## src/rtl/image_pipe_arb.sv

```systemverilog
// Two-source frame arbiter feeding one registered image-pipe stream.
// Grants are frame-atomic; ties in IDLE alternate round robin.
module image_pipe_arb #(
    parameter int DW = 32,
    parameter int LW = 16
) (
    input  logic          clk,
    input  logic          rst,
    input  logic [DW-1:0] s0_data_in,
    input  logic          s0_valid_in,
    input  logic          s0_end_in,
    output logic          s0_busy_out,
    input  logic [DW-1:0] s1_data_in,
    input  logic          s1_valid_in,
    input  logic          s1_end_in,
    output logic          s1_busy_out,
    output logic [DW-1:0] m_data_out,
    output logic          m_valid_out,
    output logic          m_end_out,
    input  logic          m_busy_in,
    output logic [1:0]    grant_out,
    output logic          frame_done_out,
    output logic [LW-1:0] frame_len_out
);

    typedef enum logic [1:0] {
        IDLE = 2'd0,
        GNT0 = 2'd1,
        GNT1 = 2'd2
    } state_e;

    localparam logic [LW-1:0] CountMax = {LW{1'b1}};

    state_e        state_q, state_d;
    logic          last_src_q, last_src_d;
    logic [LW-1:0] count_q, count_d;
    logic [DW-1:0] m_data_q, m_data_d;
    logic          m_valid_q, m_valid_d;
    logic          m_end_q, m_end_d;
    logic          frame_done_q, frame_done_d;
    logic [LW-1:0] frame_len_q, frame_len_d;

    logic [DW-1:0] sel_data;
    logic          sel_valid;
    logic          sel_end;
    logic          accept;
    logic [LW-1:0] count_inc;

    // The granted source sees downstream backpressure directly; everyone else stalls.
    assign s0_busy_out    = (state_q == GNT0 && !rst) ? m_busy_in : 1'b1;
    assign s1_busy_out    = (state_q == GNT1 && !rst) ? m_busy_in : 1'b1;
    assign grant_out      = rst ? 2'b00 : {state_q == GNT1, state_q == GNT0};
    assign m_data_out     = m_data_q;
    assign m_valid_out    = m_valid_q;
    assign m_end_out      = m_end_q;
    assign frame_done_out = frame_done_q;
    assign frame_len_out  = frame_len_q;

    always_comb begin
        // NOTE: every always_comb output gets a default first so no path infers a latch.
        state_d      = state_q;
        last_src_d   = last_src_q;
        count_d      = count_q;
        m_data_d     = m_data_q;
        m_valid_d    = m_valid_q;
        m_end_d      = m_end_q;
        frame_done_d = 1'b0;
        frame_len_d  = frame_len_q;

        sel_data  = (state_q == GNT1) ? s1_data_in : s0_data_in;
        sel_valid = (state_q == GNT0) ? s0_valid_in :
                    (state_q == GNT1) ? s1_valid_in : 1'b0;
        sel_end   = (state_q == GNT0) ? s0_end_in :
                    (state_q == GNT1) ? s1_end_in : 1'b0;
        accept    = sel_valid && !m_busy_in;
        count_inc = (count_q == CountMax) ? count_q : count_q + 1'b1;

        if (!m_busy_in) begin
            m_data_d  = sel_data;
            m_valid_d = accept;
            m_end_d   = accept && sel_end;
        end

        unique case (state_q)
            IDLE: begin
                count_d = '0;
                if (s0_valid_in && s1_valid_in) begin
                    state_d = last_src_q ? GNT0 : GNT1;
                end else if (s0_valid_in) begin
                    state_d = GNT0;
                end else if (s1_valid_in) begin
                    state_d = GNT1;
                end
            end
            GNT0, GNT1: begin
                if (accept) begin
                    count_d = count_inc;
                    if (sel_end) begin
                        state_d      = IDLE;
                        last_src_d   = (state_q == GNT1);
                        frame_done_d = 1'b1;
                        frame_len_d  = count_inc;
                    end
                end
            end
            default: state_d = IDLE;
        endcase
    end

    // NOTE: sequential state uses non-blocking assignments so all registers update together.
    always_ff @(posedge clk) begin
        if (rst) begin
            // NOTE: the output data register is reset too, so the stream reads zero out of reset.
            state_q      <= IDLE;
            last_src_q   <= 1'b1;
            count_q      <= '0;
            m_data_q     <= '0;
            m_valid_q    <= 1'b0;
            m_end_q      <= 1'b0;
            frame_done_q <= 1'b0;
            frame_len_q  <= '0;
        end else begin
            state_q      <= state_d;
            last_src_q   <= last_src_d;
            count_q      <= count_d;
            m_data_q     <= m_data_d;
            m_valid_q    <= m_valid_d;
            m_end_q      <= m_end_d;
            frame_done_q <= frame_done_d;
            frame_len_q  <= frame_len_d;
        end
    end

endmodule

```

## config.mk

```make
export PLATFORM = sky130hd
export DESIGN_NAME = image_pipe_arb
export DESIGN_NICKNAME = d
export VERILOG_FILES = /design/src/rtl/image_pipe_arb.sv
export SDC_FILE = /design/constraint.sdc
export NUM_CORES = 1
export LEC_CHECK = 0
export CAP_MARGIN = 20
export CORE_UTILIZATION = 45
export DETAILED_ROUTE_END_ITERATION = 6
export GPL_TIMING_DRIVEN = 0
export PLACE_DENSITY = 0.84
export SYNTH_ARGS = -nofsm -noshare
export SYNTH_HDL_FRONTEND = slang
export SYNTH_SLANG_ARGS = --single-unit
```

## constraint.sdc

```tcl
create_clock -name clk -period 5.21 [get_ports clk]
set_input_delay 0.7815 -clock clk [delete_from_list [all_inputs] [get_ports clk]]
set_output_delay 0.7815 -clock clk [all_outputs]
set_load 0.02 [all_outputs]
```

After elaboration in Yosys (flattened, before gate mapping):

Cells that the tools add are included.

* add/sub/neg operators: 1
* equal/unequal tests: 6
* div/mod/pow operators: 0
* order comparisons: 0
* shift-type cells: 0
* bitwise logic cells: 2
* reduce and logical (&&, ||, !) cells: 14
* multiplexer cells: 19
* $mul: 0

Operators with widths (count)
* 2-to-1 mux 16 bit: 2
* 2-to-1 mux 32 bit: 1
* one-hot mux 16 bit (2 select lines): 1
* adder 16 x 1 -> 16 bit, second input constant: 1
* equality test 16 bit, second input constant: 1
* 2-to-1 mux 2 bit: 7
* 2-to-1 mux 1 bit: 7
* AND reduction 3 bit: 2
* logical AND 1 bit: 5
* != test 2 bit, second input constant: 2
* != test 4 bit, second input constant: 1
* one-hot mux 2 bit (2 select lines): 1
* OR reduction 3 bit: 1
* equality test 2 x 1 -> 1 bit, second input constant: 1
* equality test 2 bit, second input constant: 1
* logical NOT 1 bit: 2
* logical NOT 2 bit: 1
* NOT 1 bit: 2
* AND reduction 2 bit: 1
* nonzero test 2 bit: 1
* OR reduction 2 bit: 1

* bits in read-only memories: 0
* register bits after elaboration: 70
* bits of input ports: 71
* latch bits: 0
* logic and storage cells: 50
* memories kept: 0
* bits in writable memories: 0
* output and inout bits: 55

Longest topological paths before layout:

Gate-level depths: netlist of run 1.

* word-level depth: 6
* gate-level depth with buffers: 8
* depth with buffers taken out: 6

Worst setup path before layout of run 1:

Ideal clock, no wire load.

* kind: input -> output
* from: input m_busy_in
* to: output s0_busy_out
* stages on the path: 5
* arrival: 1.733 ns
* buffers on the path: 3
* path slack: 2.696 ns
* cell sequence: buf_2 clkbuf_1 clkbuf_1 nor2_1 nand2_1

* cells in the longest elaborated chain, start to end: 1

RTL lines
* start: declaration: line 20 `input logic m_busy_in,`
* 2-to-1 mux 1 bit: line 50 `assign s0_busy_out = (state_q == GNT0 && !rst) ? m_busy_in : 1'b1;`
* end: declaration: line 12 `output logic s0_busy_out,`

Every way passes these cells.

Final worst setup path of run 1:

Ends and elaborated chain as after synthesis.

==> results of run 1 <==
==> how the worst min path moves through the flow <==
| stage | end | slack (ps) | cells after the start |
|---|---|---|---|
| final | frame_len_out[4] | 450 | 2 |
| after global routing | frame_len_out[9] | 490 | 2 |
| after CTS | frame_len_out[4] | 460 | 2 |
| after detailed placement | frame_len_out[4] | 450 | 2 |
| after global placement | frame_len_out[6] | 440 | 2 |
| after floorplan | last_src_q | 430 | 2 |
==> layout make-up <==
| type | instances | area (sq um) |
|---|---|---|
| Multi-Input combinational cell | 321 | 2073 |
| Clock buffer | 12 | 145.1 |
| Sequential cell | 70 | 1401 |
| Clock inverter | 4 | 70.07 |
| Inverter | 9 | 33.78 |
| Timing Repair Buffer | 123 | 1231 |
| Buffer | 35 | 175.2 |
| Fill cell | 633 | 2550 |
| Tap cell | 102 | 127.6 |
==> logic make-up after synthesis <==
kind of cell / Yosys count / share of synthesized area (%)
AOI/OAI and AO/OA: 111 / 19.43
buffers and inverters: 44 / 5.672
DFF: 70 / 38.04
xor gates and xnor gates: 4 / 0.9510
muxes: 39 / 10.63
adders and majority gates: 5 / 1.698
and+or+nand+nor: 162 / 23.57
==> worst max-delay path: stages <==
cell and delay, ps:
buf_2 170, clkbuf_1 360, clkbuf_1 420, nor2_1 130
nand2_1 100, clkdlybuf4s50_1 670
==> report_power, final <==
part           internal [uW]  total [uW]  switching [uW]
Combinational            221         464             243
Sequential               567         586            19.3
Clock                    282         492             210
==> per-layer routing <==
| metal | global-route usage, % | wire [um] |
|---|---|---|
| met5 | 0 | 0 |
| met4 | 11.46 | 293 |
| met3 | 9.688 | 974 |
| met2 | 48.02 | 5663 |
| met1 | 29.72 | 4231 |
==> through the flow <==
step                      instances  util [%]  setup WS [ps]  hold WS [ps]  total power [uW]
after floorplan                 435         -           2696         428.8             883.4
after global placement          660     64.58           1865         443.6              1043
after detailed placement        660     64.58           1835         446.1              1058
after CTS                       676     67.34           1829         456.6              1549
after global routing            676     67.34           1696         485.9              1621
final                           676     67.34           1796         453.2              1542
==> sequential cells by signal, indices dropped and copies added (netlist names) <==
signal	count
m_valid_out	1
m_end_out	1
frame_len_out	16
last_src_q	1
count_q	16
state_q	2
m_data_out	32
frame_done_out	1
==> cell usage in the layout (no fill, tap or decap), drive strengths merged, types with 2 or more instances in the layout <==
cell / instances
nand2: 29
and4: 4
nor4: 4
o221ai: 2
buf: 17
o21ai: 13
a211o: 2
inv: 9
nor2: 73
nand4: 9
a22oi: 2
a311oi: 4
a31o: 2
nor2b: 4
clkinv: 2
mux2i: 38
nor3: 7
ha: 5
nand2b: 7
clkbuf: 30
nand3b: 2
a21boi: 2
a211oi: 3
xnor2: 4
and3: 3
and3b: 2
clkdlybuf4s50: 123
o22ai: 8
nand3: 11
a31oi: 9
o211ai: 5
bufinv: 2
a21oi: 51
dfxtp: 70
o41ai: 2
a32o: 2
==> flow_summary_export.csv, run 1 <==
group,metric,value,unit
status,outcome,"completed",
synthesis,async_flop_share,0,%
worst_setup_path,endpoint,"s0_busy_out",
clock_network,cts_tree,"yes",
pwr,power_density,293.3,nW/um^2
synthesis,synthTopCellsByCount,"nor2_1, dfxtp_1, a21oi_1",
clock_network,cts_hold_buf,0,
worst_hold_path,min_path_type,"reg2reg",
worst_setup_path,crit_arrival,2630,ps
synthesis,synth_top_area_share,38.04,%
floorplanning,ios,126,
detailed_routing,drtIter0Drc,179,
floorplanning,die_w,92.48,um
sta,rsz0062_at_grt,"no",
synthesis,synth_ff_type,"dfxtp_1",
synthesis,synth_fp_nets,511,
global_routing,grt_usage,27.38,%
clock_network,clockBufferDepth,2,
run,maxCapViolations,0,
synthesis,synth_edf_count,0,
pwr,leakage,0.001914,uW
global_routing,antenna_found_initial,0,
detailed_routing,wire_per_inst,16.51,um
sta,skew,8.935,ps
worst_setup_path,startpoint,"m_busy_in",
global_routing,grt_max_degree,12,
floorplanning,start_util,47.18,%
place,dpl_cell_area,5042,sq um
sta,setup_tns,0,ps
sta,worst_pin_slew,743.3,ps
clock_network,ctsResizeCount,0,
worst_setup_path,worstReg2RegEnd,"count_q[10]",
sta,slew-limit-headroom,50.45,%
finish,design_area,5258,sq um
synthesis,synth.avg_cell_area,8.468,sq um
clock_network,clk_pin_slew,70,ps
sta,max_freq,0.2929,GHz
detailed_routing,first_pass_iters,5,
global_routing,grt-ovfl-total,0,
place,dp_hpwl,8278,um
clock_network,worstSkewPairLatency,350,ps
finish,layout.nets,645,
synthesis,yosysWarnings,0,
worst_hold_path,worstHoldStart,"frame_len_out[4]",
global_routing,grt_first_pass_wirelength,18190,um
place,port_buffers,123,
sta,fin_crit,3414,ps
sta,setup_viol,0,
floorplanning,die_y,92.48,um
clock_network,htree_levels,3,
worst_setup_path,worst-setup-path-type,"in2out",
floorplanning,rows,32,
worst_setup_path,cp-end-kind,"output pin",
synthesis,ys_ff_latch,70,
worst_setup_path,worstPathMaxFanout,10,
sta,hold_viol,0,
detailed_routing,viasPerCell,5.649,
place,gp_congestion,0.8490,
clock_network,cts-root-buf,"clkbuf_8",
finish,area_delta_synth_final,42.73,%
synthesis,synthesis.area,3684,sq um
finish,layout-drive-gt1-share,9.059,%
synthesis,syn_inst,435,
floorplanning,core-area,7807,sq um
sta,slew_violations,0,
worst_setup_path,ff2ff_setup_slack,2980,ps
synthesis,synth_area_leader_cell,"dfxtp_1",
global_routing,first_global_vias,3802,
pwr,vdd_drop_max,0.2130,mV
worst_setup_path,cp-start-kind,"input pin",
worst_setup_path,required,4430,ps
worst_setup_path,reg2reg_depth,7,
worst_setup_path,timing.rr.start,"state_q[0]",
clock_network,post-cts-setup-buffers,0,
floorplanning,dieArea,8552,sq um
synthesis,yosys.cell_types.count,59,
sta,period_share,65.53,%
clock_network,cts_sinks,70,
synthesis,ys_top_cells_by_area,"dfxtp_1, mux2i_1, nor2_1, a21oi_1, nand2_1",
finish,diodes,0,
synthesis,synth-seq-area-share,38.04,%
clock_network,cts_buffers,9,
detailed_routing,num_vias,3819,
detailed_routing,route.detailed.drc,0,
synthesis,yosysMostFrequentCell,"nor2_1",
detailed_routing,drt-total-wl,11160,um
detailed_routing,antenna_left,0,
Power figures use the tool's default switching activity.
==> run 2, diff against run 1 <==
CORE_UTILIZATION = 41   (was 45)
PLACE_DENSITY = 0.81   (was 0.84)
clock period = 2.8 ns   (was 5.21 ns; I/O delays follow)
==> flow_summary_export.csv, run 2 (synthesized netlist as in run 1, its figures left out) <==
group,metric,value,unit
detailed_routing,num_vias,3757,
clock_network,cts-root-buf,"clkbuf_8",
worst_setup_path,required,2380,ps
pwr,power_density,527.1,nW/um^2
worst_setup_path,path_cells,"buf_2 -> clkbuf_1 -> clkbuf_1 -> nor2_1 -> nand2_1 -> clkdlybuf4s50_1",
place,gp_congestion,0.8581,
sta,hold_ws,451.3,ps
clock_network,htree_levels,3,
clock_network,clk_pin_slew,80,ps
detailed_routing,drtIter0Drc,130,
sta,setup_tns,0,ps
finish,largest_register_ffs,32,
clock_network,cts_sinks,70,
floorplanning,die_y,96.79,um
pwr,vdd_drop_max,0.3845,mV
pwr,total_power,2762,uW
floorplanning,start_util,42.24,%
finish,final_common_cell,"clkdlybuf4s50_1",
finish,layout_common_cells,"clkdlybuf4s50_1, nor2_1, dfxtp_1",
sta,rsz0062_at_grt,"no",
sta,period_share,95.31,%
detailed_routing,antenna_left,0,
worst_setup_path,cp-start-kind,"input pin",
pwr,leakage,0.001891,uW
floorplanning,core-area,8721,sq um
detailed_routing,viasPerCell,5.509,
sta,worst_pin_slew,891.5,ps
global_routing,grt_usage,23.78,%
sta,slew_violations,0,
global_routing,grt_use_met1,25.70,%
global_routing,use_met2,41.39,%
detailed_routing,route.detailed.drc,0,
place,dp_slack,141.0,ps
sta,fin_ws,131.2,ps
sta,skew,9.493,ps
worst_setup_path,worstPathMaxFanout,10,
sta,fin_crit,2669,ps
sta,max_freq,0.3747,GHz
status,outcome,"completed",
floorplanning,rows,34,
worst_setup_path,max_stage_delay,670,ps
worst_setup_path,crit_arrival,2250,ps
clock_network,worstSkewPairLatency,350,ps
sta,slew-limit-headroom,40.56,%
clock_network,ctsResizeCount,0,
place,dp_hpwl,8250,um
finish,layout.nets,645,
worst_setup_path,worst-setup-path-type,"in2out",
worst_setup_path,slowest_stage,"clkdlybuf4s50_1",
clock_network,clockBufferDepth,2,
floorplanning,dieArea,9367,sq um
clock_network,post-cts-setup-buffers,0,
detailed_routing,first_pass_iters,4,
clock_network,cts_hold_buf,0,
sta,hold_viol,0,
clock_network,cts_tree,"yes",
floorplanning,ios,126,
detailed_routing,drt-total-wl,10950,um
global_routing,grt-ovfl-total,0,
worst_setup_path,crit_path_frequent_cell,"clkbuf_1",
global_routing,first_global_vias,3881,
clock_network,cts_buffers,9,
finish,area_delta_synth_final,42.26,%
floorplanning,die_w,96.79,um
global_routing,grt_max_degree,13,
global_routing,grt.met3_usage,8.960,%
global_routing,grt_first_pass_wirelength,17930,um
worst_setup_path,cp-end-kind,"output pin",
global_routing,gr-max-usage-layer,"met2",
sta,setup_viol,0,
finish,diodes,0,
detailed_routing,wire_per_inst,16.06,um
place,port_buffers,123,
run,maxCapViolations,0,
global_routing,antenna_found_initial,0,
finish,layout-drive-gt1-share,9.233,%
worst_hold_path,min_path_type,"reg2reg",
finish,final_core_util,60.09,%
## run 2: cell type report
cell class / instances / area, sq um
clock inverters: 6 / 62.56
well taps: 108 / 135.1
clock buffers: 10 / 127.6
repair buffers: 123 / 1231
fillers: 760 / 3481
flip-flops and latches: 70 / 1401
inverters: 9 / 33.78
plain buffers: 35 / 175.2
multi-input cells: 321 / 2073
## run 2: final timing paths
| kind | to | slack, ps | depth (start not counted) | startpoint |
|---|---|---|---|---|
| setup / recovery | s0_busy_out | 130 | 6 | m_busy_in |
| setup reg to reg | frame_len_out[3] | 510 | 7 | state_q[0] |
| hold / removal | frame_len_out[4] | 450 | 2 | frame_len_out[4] |
| hold reg to reg | frame_len_out[4] | 450 | 2 | frame_len_out[4] |
## run 2: routing by layer
| layer | vias up | wire length (um) | share of wire, % |
|---|---|---|---|
| met3 | 17 | 1059 | 9.7 |
| met5 | - | 0 | 0 |
| met4 | 0 | 202 | 1.8 |
| met2 | 155 | 5496 | 50 |
| li1 | 1826 | - | - |
| met1 | 1759 | 4194 | 38 |
## run 2: report_power, final
part	switching (uW)	total [uW]	internal, uW
Combinational	447	857	411
Clock	406	815	408
Sequential	35.1	1090	1050
## run 2: worst max-delay path, delay by kind of cell
| family | cells | cell delay [ps] |
|---|---|---|
| simple gates | 2 | 240 |
| buf+inv | 4 | 1570 |
## run 2: stage by stage
step	instances	area [sq um]
global placement	666	5050
global route	682	5240
finish	682	5240
CTS	682	5240
detailed placement	666	5050
floorplan	435	3684
